### config.mk
export PLATFORM = sky130hd
export DESIGN_NAME = matrix_operand_loader
export DESIGN_NICKNAME = d
export VERILOG_FILES = /design/src/rtl/matrix_pkg.sv /design/src/rtl/mat_elem_counter.sv /design/src/rtl/matrix_operand_loader.sv
export SDC_FILE = /design/constraint.sdc
export NUM_CORES = 1
export LEC_CHECK = 0
export CAP_MARGIN = 30
export CORE_MARGIN = 2
export CORE_UTILIZATION = 52
export DETAILED_ROUTE_END_ITERATION = 8
export GPL_TIMING_DRIVEN = 0
export PLACE_DENSITY_LB_ADDON = 0.08
export SETUP_SLACK_MARGIN = 0.4
export SLEW_MARGIN = 20
export SYNTH_ARGS = -nofsm -noshare
export SYNTH_HDL_FRONTEND = slang
export SYNTH_SLANG_ARGS = --single-unit
### constraint.sdc
create_clock -name clk -period 3.8 [get_ports clk]
set_clock_uncertainty 0.15 [all_clocks]
set_input_delay 0.95 -clock clk [delete_from_list [all_inputs] [get_ports clk]]
set_output_delay 0.95 -clock clk [all_outputs]
set_load 0.01 [all_outputs]
### src/rtl/matrix_pkg.sv
// Shared constants and types for the 3x3 matrix scalar-division pipeline.
// Latency: n/a (types only).
// Backpressure: n/a (types only).
package matrix_pkg;

  localparam int ELEM_W = 16;  // bits per matrix element
  localparam int N_ELEM = 9;   // elements per matrix, order a..i
  localparam int IDX_W  = 4;   // wide enough for 0..N_ELEM-1

  typedef enum logic [1:0] {
    LOAD0   = 2'd0,  // filling the dividend matrix
    LOAD1   = 2'd1,  // filling the divisor matrix
    PRESENT = 2'd2   // holding a complete pair for the divider
  } state_t;

  typedef logic [IDX_W-1:0] elem_idx_t;

endpackage

### src/rtl/mat_elem_counter.sv
// Element index counter 0..N_ELEM-1 with wrap, synchronous clear and last flag.
// Latency: idx updates one clock after inc/clr; last is combinational from idx.
// Backpressure: none; advances only when the caller asserts inc.
//
// Ports:
//   clk, rst_n : clock and asynchronous active-low reset
//   inc        : advance the index (wraps from N_ELEM-1 to 0)
//   clr        : return to 0; wins over inc
//   idx        : current element index
//   last       : idx == N_ELEM-1
module mat_elem_counter
  import matrix_pkg::*;
(
  input  logic             clk,
  input  logic             rst_n,
  input  logic             inc,
  input  logic             clr,
  output logic [IDX_W-1:0] idx,
  output logic             last
);

  elem_idx_t r_idx;
  logic      w_last;

  assign w_last = (r_idx == IDX_W'(N_ELEM - 1));

  always_ff @(posedge clk or negedge rst_n) begin
    if (!rst_n) begin
      r_idx <= '0;
    end else if (clr) begin
      r_idx <= '0;
    end else if (inc) begin
      r_idx <= w_last ? '0 : r_idx + 1'b1;
    end
  end

  assign idx  = r_idx;
  assign last = w_last;

endmodule

### src/rtl/matrix_operand_loader.sv
// Assembles a serial stream of 18 elements into dividend/divisor matrices for the divider.
// Latency: out_valid rises one clock after the 18th word transfer; no in_* -> out_* comb path.
// Backpressure: in_ready drops while a pair is presented; held until out_valid & out_ready.
//
// Optional feature: define DIVZERO_CHECK_EN to register a per-element divisor==0 flag;
// otherwise divzero is tied to zero.
//
// Ports:
//   clk, rst_n           : clock and asynchronous active-low reset
//   flush                : synchronous abort of any partial or held load (highest priority)
//   in_valid/in_ready    : element word handshake, in_data carries the element
//   out_valid/out_ready  : operand pair handshake
//   mat0, mat1           : dividend / divisor, element k at [16k+15:16k] (k=0 is a)
//   divzero              : per-element divisor==0 flags, meaningful while out_valid=1
module matrix_operand_loader
  import matrix_pkg::*;
(
  input  logic                     clk,
  input  logic                     rst_n,
  input  logic                     flush,
  input  logic                     in_valid,
  output logic                     in_ready,
  input  logic [ELEM_W-1:0]        in_data,
  output logic                     out_valid,
  input  logic                     out_ready,
  output logic [N_ELEM*ELEM_W-1:0] mat0,
  output logic [N_ELEM*ELEM_W-1:0] mat1,
  output logic [N_ELEM-1:0]        divzero
);

  state_t                     r_state;
  state_t                     w_state_nxt;
  logic [N_ELEM*ELEM_W-1:0]   r_mat0;
  logic [N_ELEM*ELEM_W-1:0]   r_mat1;
  logic [IDX_W-1:0]           w_idx;
  logic                       w_last;
  logic                       w_word_xfer;
  logic                       w_pair_xfer;
  logic                       w_wr0;
  logic                       w_wr1;

  assign in_ready  = (r_state != PRESENT);
  assign out_valid = (r_state == PRESENT);

  // A flush in the same cycle suppresses capture of the presented word.
  assign w_word_xfer = in_valid & in_ready & ~flush;
  assign w_pair_xfer = out_valid & out_ready;
  assign w_wr0       = w_word_xfer & (r_state == LOAD0);
  assign w_wr1       = w_word_xfer & (r_state == LOAD1);

  mat_elem_counter u_idx (
    .clk   (clk),
    .rst_n (rst_n),
    .inc   (w_word_xfer),
    .clr   (flush),
    .idx   (w_idx),
    .last  (w_last)
  );

  always_ff @(posedge clk or negedge rst_n) begin
    if (!rst_n) begin
      r_state <= LOAD0;
    end else begin
      r_state <= w_state_nxt;
    end
  end

  always_comb begin
    w_state_nxt = r_state;
    if (flush) begin
      w_state_nxt = LOAD0;
    end else begin
      case (r_state)
        LOAD0:   if (w_word_xfer && w_last) w_state_nxt = LOAD1;
        LOAD1:   if (w_word_xfer && w_last) w_state_nxt = PRESENT;
        PRESENT: if (w_pair_xfer)           w_state_nxt = LOAD0;
        default:                            w_state_nxt = LOAD0;
      endcase
    end
  end

  // Matrix storage is not cleared by flush or pair transfer; the next load
  // overwrites every element before the pair is presented again.
  always_ff @(posedge clk or negedge rst_n) begin
    if (!rst_n) begin
      r_mat0 <= '0;
      r_mat1 <= '0;
    end else begin
      for (int k = 0; k < N_ELEM; k++) begin
        if (w_wr0 && (w_idx == IDX_W'(k))) r_mat0[k*ELEM_W +: ELEM_W] <= in_data;
        if (w_wr1 && (w_idx == IDX_W'(k))) r_mat1[k*ELEM_W +: ELEM_W] <= in_data;
      end
    end
  end

  assign mat0 = r_mat0;
  assign mat1 = r_mat1;

`ifdef DIVZERO_CHECK_EN
  logic [N_ELEM-1:0] r_divzero;

  // Flag is captured alongside the divisor element so it needs no compare on the output side.
  always_ff @(posedge clk or negedge rst_n) begin
    if (!rst_n) begin
      r_divzero <= '0;
    end else if (flush) begin
      r_divzero <= '0;
    end else begin
      for (int k = 0; k < N_ELEM; k++) begin
        if (w_wr1 && (w_idx == IDX_W'(k))) r_divzero[k] <= (in_data == '0);
      end
    end
  end

  assign divzero = r_divzero;
`else
  assign divzero = '0;
`endif

endmodule

# Word-level counts from Yosys, hierarchy flattened
# Index checks and enable logic that the tools add are counted.
[op_classes]
n_addsub = 1
eq_ne = 14
muxes = 8
bitwise_logic = 6
reduce_logical = 23
[op_table]
columns = ["cell", "count"]
rows = [
  ["$logic_and A1 B1 Y1", 19],
  ["$eq A4 B3 Y1 const B", 4],
  ["$mux W4", 3],
  ["$ne A3 B2 Y1 const B", 3],
  ["$eq A4 B2 Y1 const B", 2],
  ["$mux W2", 4],
  ["$pmux W2 S3", 1],
  ["$and A1 B1 Y1", 5],
  ["$add A4 B1 Y4 const B", 1],
  ["$eq A4 B1 Y1 const B", 1],
  ["$eq A4 B4 Y1 const B", 1],
  ["$logic_not A4 Y1", 1],
  ["$reduce_and A3 Y1", 1],
  ["$eq A2 B1 Y1 const B", 1],
  ["$eq A2 B2 Y1 const B", 1],
  ["$logic_not A2 Y1", 1],
  ["$ne A2 B2 Y1 const B", 1],
  ["$reduce_bool A2 Y1", 1],
  ["$not A1 Y1", 1],
]
[word_totals]
ff_bits = 294
in_bits = 21
out_inout_bits = 299
wordCells = 72

# Longest topological paths before layout
# Gate-level depths: netlist of the first run.
[logic_depth]
depth_word = 7
ltp_mapped = 7
depth_no_buf = 5

# Hierarchy
# Synthesis of the first run repeated with hierarchy kept, for this count alone.
[hier_totals]
hier_cells = 691
hier_area_um2 = 11413.4
[by_module_without_submodules]
columns = ["module", "n_inst", "cells_per_inst", "area_each_um2", "seq_area_each_um2"]
rows = [
  ["matrix_operand_loader", 1, 666, 11178.2, 7257.0],
  ["mat_elem_counter", 1, 25, 235.2, 100.1],
]

# Worst setup path after synthesis of the first run
# OpenSTA, ideal clock, no wires.
[synth_path]
path_kind = "input to register"
startpoint = "input flush"
endpoint = "register r_mat1[117], in the netlist mat1[117]"
setup_time_ns = 0.125
arrival_time_ns = 2.284
t_required_ns = 3.525
path_slack_ns = 1.241
stages = 6
n_path_buf = 3
cell_sequence = "buf_2 > nor3b_2 > and4_1 > buf_2 > buf_4 > mux2_2"
[synth_via]
elab_chain_len = 4
[synth_rtl]
columns = ["element", "line_no", "rtl"]
rows = [
  ["start, declared", "matrix_operand_loader.sv:20", "input logic flush,"],
  ["$not A1 Y1", "matrix_operand_loader.sv:46", "assign w_word_xfer = in_valid & in_ready & ~flush;"],
  ["$and A1 B1 Y1", "matrix_operand_loader.sv:46", ""],
  ["$and A1 B1 Y1", "matrix_operand_loader.sv:49", "assign w_wr1 = w_word_xfer & (r_state == LOAD1);"],
  ["$logic_and A1 B1 Y1", "matrix_operand_loader.sv:91", "if (w_wr1 && (w_idx == IDX_W'(k))) r_mat1[k*ELEM_W +: ELEM_W] <= in_data;"],
  ["end signal, assigned by index", "matrix_operand_loader.sv:91", ""],
  ["end, declared", "matrix_operand_loader.sv:34", "logic [N_ELEM*ELEM_W-1:0] r_mat1;"],
]
# No other way between the ends.
# A chain may end at the register's enable or synchronous reset.

# Worst setup path after layout of the first run
[layout_path]
startpoint = "register r_state[1]"
endpoint = "output in_ready"
[layout_via]
elab_chain_len = 1
[layout_rtl]
columns = ["element", "line_no", "rtl"]
rows = [
  ["start, declared", "matrix_operand_loader.sv:31", "state_t r_state;"],
  ["start signal, assigned", "matrix_operand_loader.sv:64", "r_state <= w_state_nxt;"],
  ["$ne A2 B2 Y1", "matrix_operand_loader.sv:42", "assign in_ready = (r_state != PRESENT);"],
  ["end, declared", "matrix_operand_loader.sv:22", "output logic in_ready,"],
]
# No other way between the ends.

==> results of run 1 <==
[metal layers]
layer	wire length, um	part of all wire	track usage
met3	2530	0.088	0.0879
met1	11800	0.41	0.318
met2	13800	0.48	0.403
met5	0	0	0
met4	829	0.029	0.0681
[cells in the mapped netlist]
master and n:
inv_1 5, a2111o_1 1, nand2_1 1, buf_4 17, and2b_1 2, or4_1 2, mux2_2 288, and3_1 7
nor2_1 1, clkbuf_2 1, buf_6 8, and4bb_2 1, o21ai_0 3, nand3b_1 1, nand3_2 8, o31ai_1 1
nand3_1 3, clkbuf_1 17, nand4_1 2, nand2b_1 1, dfrtp_1 294, ha_1 4, nor2b_1 2, nor4b_4 1
a31oi_1 1, nor3b_2 1, a21oi_1 5, and4_1 1, and3b_1 1, buf_8 1, nand4b_1 1, buf_2 14
nand4_2 1, conb_1 1, nor2_2 1
[power by group through the flow]
stage	Sequential, mW	Combinational [mW]	Clock [mW]
6_report	3.44	0.948	2.94
5_1_grt	3.46	1.01	3.11
4_1_cts	3.44	0.963	2.99
3_5_place_dp	3.49	0.957	0
3_3_place_gp	3.48	0.939	0
2_1_floorplan	3.58	0.233	0
[metrics by stage]
step / setup slack [ns] / setup TNS, ns / power (mW)
floorplan: 1.24 / 0 / 3.81
detailed placement: 0.426 / 0 / 4.44
finish: 0.670 / 0 / 7.32
global placement: -11.08 / -3251.03 / 4.42
global route: 0.515 / 0 / 7.58
CTS: 0.628 / 0 / 7.39
[registers in the layout, indices dropped and copies added, names as in the netlist]
| name | cells |
|---|---|
| mat0 | 144 |
| mat1 | 144 |
| r_state | 2 |
| u_idx.idx | 4 |
[cell families (layout without fill, tap and decap cells)]
kind of cell,count (synthesis),in the layout,synth area share
DFF,294,294,0.644
adders and majority gates,4,4,0.00438
and+or+nand+nor,38,38,0.0271
AOI/OAI and AO/OA,11,11,0.00570
buffers and inverters,63,428,0.0342
other,1,9,0.000328
muxes,288,288,0.284
[critical path: cells and delay by family, from the launching register on]
kind | cells | cell delay, ns
buffers and inverters | 3 | 0.94
and+or+nand+nor | 1 | 0.15
DFF | 1 | 0.40
[final timing paths]
kind                                          start                     to  depth (start not counted)
setup / recovery             r_state[1]$_DFFE_PN0P_               in_ready                          4
hold / removal                                rst_n   mat1[66]$_DFFE_PN0P_                          1
hold reg to reg                mat0[11]$_DFFE_PN0P_   mat0[11]$_DFFE_PN0P_                          1
max in group asynchronous                     rst_n   mat0[12]$_DFFE_PN0P_                          3
min in group clk               mat0[11]$_DFFE_PN0P_   mat0[11]$_DFFE_PN0P_                          1
setup reg to reg           u_idx.idx[0]$_DFFE_PN0P_  mat1[140]$_DFFE_PN0P_                          7
[final cells by class]
cell class,count,area (sq um)
multi-input combinational,350,3700
buffer,58,372
clock buffer,39,846
inverter,5,18.8
tap,280,350
sequential,294,7360
fill,1408,5710
timing repair buffer,313,3190
clock inverter,13,143
==> results_dict.tcl, run 1 <==
set metrics [dict create \
    status "complete, no violations" \
    path_max_fanout 9 \
    core-area_sq_um 21700 \
    grt_usage 0.248 \
    gp_congestion 0.813 \
    holdWs_ns 0.183 \
    cp_slowest_stage_delay_ns 0.50 \
    p_sw_frac 0.233 \
    dp_cells 1300 \
    hold_viol 0 \
    cts-root-buf "clkbuf_16" \
    grt_max_degree 96 \
    dpl_cell_area_sq_um 15000 \
    yosysUniqueCellTypes 35 \
    initial_utilization 0.526 \
    stdcell_count 1352 \
    grt_overflow 0 \
    syn_area_sq_um 11400 \
    end_kind "output port" \
    worstPathArrival_ns 2.03 \
    rsz0062_at_grt "no" \
    crit_type "register to output port" \
    layout_commonest_cell "clkdlybuf4s50_1" \
    fmax_mhz 319 \
    syn_avg_cell_area_sq_um 16.3 \
    fin_crit_ns 3.13 \
    maxCapViolCount 0 \
    synthTopCellsByArea "dfrtp_1 (64%), mux2_2 (28%), buf_4 (1.1%)" \
    htreeDepth 1 \
    crit_path_start_kind "register" \
    min_path_type "input pin to async pin" \
    comb_power_share 0.130 \
    finish.utilization 0.737 \
    p_int_mw 5.62 \
    via_per_inst 5.27 \
    relSlewSlack 0.597 \
    grt_pass1_vias 7484 \
    ir_drop_mv 0.522 \
    worstPathCellList "nor2b_1 > clkbuf_1 > inv_1 > clkdlybuf4s50_1" \
    cts_hold_buf 0 \
    cts.sink_count 294 \
    cts_tree "built" \
    mostFrequentLayoutCells "clkdlybuf4s50_1 (309), dfrtp_1 (294), mux2_2 (288), clkbuf_16 (31), clkbuf_1 (21)" \
    die_w_um 152 \
    rows 54 \
    ys_warn_count 0 \
    pwr-share-seq 0.469 \
    portBuffers 310 \
    pwr-share-clk 0.401 \
    synth_top_area_cell "dfrtp_1" \
    setup_violations 0 \
    final_area_sq_um 16000 \
    grt_antenna_before_repair 0 \
    drive_above_1_share 0.368 \
    wl_per_cell_um 21.4 \
    critPathSlowestCell "clkdlybuf4s50_1" \
    finalMaxSlewViolations 0 \
    firstDrtPassIters 4 \
    synthToLayoutAreaGrowth_pct 39.9 \
    r2r_setup_slack_ns 1.47 \
    antenna_left 0 \
    via_count 7119 \
    postCtsSetupBuffers 0 \
    cp_data_required_time_ns 2.70 \
    cts_resized 0 \
    remaining_drc_errors 0 \
    cts.clk_slew.worst_paths_ns 0.06 \
    drt_iter0_markers 227 \
    routed_wl_mm 28.9 \
    grt_pass1_wl_mm 45.1 \
    seq_area_frac_synth 0.644 \
    switchingPower_mw 1.70 \
    die_h_um 152 \
    n_antenna_cell 0 \
    insertion_delay_ns 0.54 \
    numCtsBuffers 31 \
    p_leak_nw 7.63 \
    die-area_sq_um 23200 \
    ioPinCount 320 \
    clock_path_buffers 3 \
    worstMarginPinSlew_ns 0.604 \
    netlist_instances 699 \
    hpwl_mm 20.5 \
    synth_top_area_frac 0.644 \
    powerDensity_nw_per_um2 458 \
    post-route-period-util 0.824 \
    ys_seq_elements 294 \
    final_nets 1078 \
]
Note: power is estimated with default switching activity, not from simulation.
==> run 2: changes to the inputs <==
--- a/config.mk
+++ b/config.mk
@@ -7,7 +7,7 @@
 export LEC_CHECK = 0
 export CAP_MARGIN = 30
 export CORE_MARGIN = 2
-export CORE_UTILIZATION = 52
+export CORE_UTILIZATION = 48
 export DETAILED_ROUTE_END_ITERATION = 8
 export GPL_TIMING_DRIVEN = 0
 export PLACE_DENSITY_LB_ADDON = 0.08
==> constraint.sdc (replaced) <==
create_clock -name clk -period 3 [get_ports clk]
set_clock_uncertainty 0.15 [all_clocks]
set_input_delay 0.75 -clock clk [delete_from_list [all_inputs] [get_ports clk]]
set_output_delay 0.75 -clock clk [all_outputs]
set_load 0.01 [all_outputs]
==> results_dict.tcl, run 2 (synthesis results as in run 1) <==
set metrics [dict create \
    via_per_inst 5.04 \
    grt_pass1_vias 7127 \
    grt_antenna_before_repair 0 \
    portBuffers 310 \
    cts-root-buf "clkbuf_16" \
    synthToLayoutAreaGrowth_pct 40.3 \
    firstDrtPassIters 4 \
    grt_max_degree 83 \
    n_antenna_cell 0 \
    clock_path_buffers 3 \
    wl_per_cell_um 20.8 \
    antenna_left 0 \
    crit_type "register to output port" \
    drt_iter0_markers 250 \
    die-area_sq_um 25000 \
    mostFrequentLayoutCells "clkdlybuf4s50_1 (306), dfrtp_1 (294), mux2_2 (288), clkbuf_16 (31), clkbuf_1 (28)" \
    cp_data_required_time_ns 2.10 \
    htreeDepth 1 \
    drive_above_1_share 0.363 \
    reg2reg_depth 7 \
    p_sw_frac 0.232 \
    cts_hold_buf 0 \
    routed_wl_mm 29.0 \
    pwr-share-seq 0.472 \
    worstPathArrival_ns 1.61 \
    switchingPower_mw 2.14 \
    initial_utilization 0.488 \
    hold_viol 0 \
    rows 56 \
    pwr-share-clk 0.398 \
    final_area_sq_um 16000 \
    post-route-period-util 0.836 \
    cts.sink_count 294 \
    path_max_fanout 9 \
    p_leak_nw 7.64 \
    min_path_type "input pin to async pin" \
    via_count 7027 \
    die_w_um 158 \
    crit_path_start_kind "register" \
    cts.clk_slew.worst_paths_ns 0.06 \
    fin_crit_ns 2.51 \
    core-area_sq_um 23400 \
    p_int_mw 7.07 \
    worstMarginPinSlew_ns 0.691 \
    remaining_drc_errors 0 \
    place_ws_ns -0.105 \
    final_nets 1079 \
    status "complete, no violations" \
    numCtsBuffers 31 \
    gp_congestion 0.773 \
    grt_pass1_wl_mm 43.6 \
    total_power_mw 9.21 \
    grt_overflow 0 \
    nFillCells 1747 \
    maxCapViolCount 0 \
    cts_tree "built" \
    layout_commonest_cell "clkdlybuf4s50_1" \
    hpwl_mm 20.5 \
    insertion_delay_ns 0.54 \
    die_h_um 158 \
    comb_power_share 0.130 \
    rsz0062_at_grt "yes" \
    ioPinCount 320 \
    fmax_mhz 399 \
    powerDensity_nw_per_um2 575 \
    finish.utilization 0.685 \
    relSlewSlack 0.540 \
    ir_drop_mv 0.536 \
    fin_ws_ns 0.491 \
    grt_usage 0.231 \
    end_kind "output port" \
    setup_violations 0 \
    dpl_cell_area_sq_um 15000 \
    finalMaxSlewViolations 0 \
]
-- run 2: changes by cell type in the layout (fill, tap and decap cells not counted), sizes merged --
cell	before	now
dlymetal6s2s	0	1
dlygate4sd2	0	2
clkinvlp	1	0
clkinv	9	4
buf	44	46
bufinv	3	2
clkdlybuf4s50	309	306
clkbuf	57	65
-- run 2: repair_timing --
action                     4_1_cts  5_1_grt
setup endpoints to repair        2       29
pin swaps                        0        0
buffers inserted                 1        0
resized for setup                3        3
-- run 2: worst max-delay path, stage by stage, from the launching register on --
cell and delay [ns]:
dfrtp_1 0.41, nor2b_1 0.11, buf_2 0.18, inv_1 0.09, dlygate4sd2_1 0.28
-- run 2: per-layer routing --
| metal | GRT usage | part of all wire | up-vias | routed length (um) |
|---|---|---|---|---|
| li1 | - | - | 3164 | - |
| met5 | 0 | 0 | - | 0 |
| met3 | 0.0816 | 0.095 | 35 | 2740 |
| met1 | 0.297 | 0.41 | 3584 | 12000 |
| met4 | 0.0519 | 0.020 | 0 | 580 |
| met2 | 0.377 | 0.47 | 244 | 13700 |
-- run 2: area by class of cell --
cell class / instances / area, sq um / area share
Buffer: 58 / 373 / 0.0233
Inverter: 5 / 18.8 / 0.00117
Tap cell: 319 / 399 / 0.0249
Clock inverter: 6 / 80.1 / 0.00500
Timing Repair Buffer: 314 / 3200 / 0.200
Clock buffer: 48 / 890 / 0.0555
Sequential cell: 294 / 7360 / 0.459
Multi-Input combinational cell: 350 / 3710 / 0.231
-- run 2: power by group through the flow --
| stage | clock [mW] | sequential, mW | combinational [mW] |
|---|---|---|---|
| after floorplan | 0 | 4.53 | 0.295 |
| after global placement | 0 | 4.41 | 1.19 |
| after detailed placement | 0 | 4.42 | 1.22 |
| after CTS | 3.74 | 4.35 | 1.22 |
| final | 3.66 | 4.35 | 1.20 |
| after global routing | 3.90 | 4.38 | 1.28 |
-- run 2: per-stage QoR --
step | TNS [ns] | hold WS, ns | std cells
floorplan | 0 | 0.304 | 707
global placement | -3453.11 | 0.337 | 1336
detailed placement | -1.59 | 0.341 | 1339
CTS | 0 | 0.0327 | 1394
global route | 0 | 0.0471 | 1394
finish | 0 | 0.0212 | 1394
-- run 2: final timing paths --
check | startpoint | to | slack [ns]
min in group clk | mat0[94]$_DFFE_PN0P_ | mat0[94]$_DFFE_PN0P_ | 0.35
max in group asynchronous | rst_n | mat1[13]$_DFFE_PN0P_ | 1.48
worst min-delay path | rst_n | mat1[137]$_DFFE_PN0P_ | 0.02
worst max register to register | u_idx.idx[0]$_DFFE_PN0P_ | mat1[142]$_DFFE_PN0P_ | 0.61
worst max-delay path | r_state[0]$_DFFE_PN0P_ | in_ready | 0.49
worst min register to register | mat0[94]$_DFFE_PN0P_ | mat0[94]$_DFFE_PN0P_ | 0.35
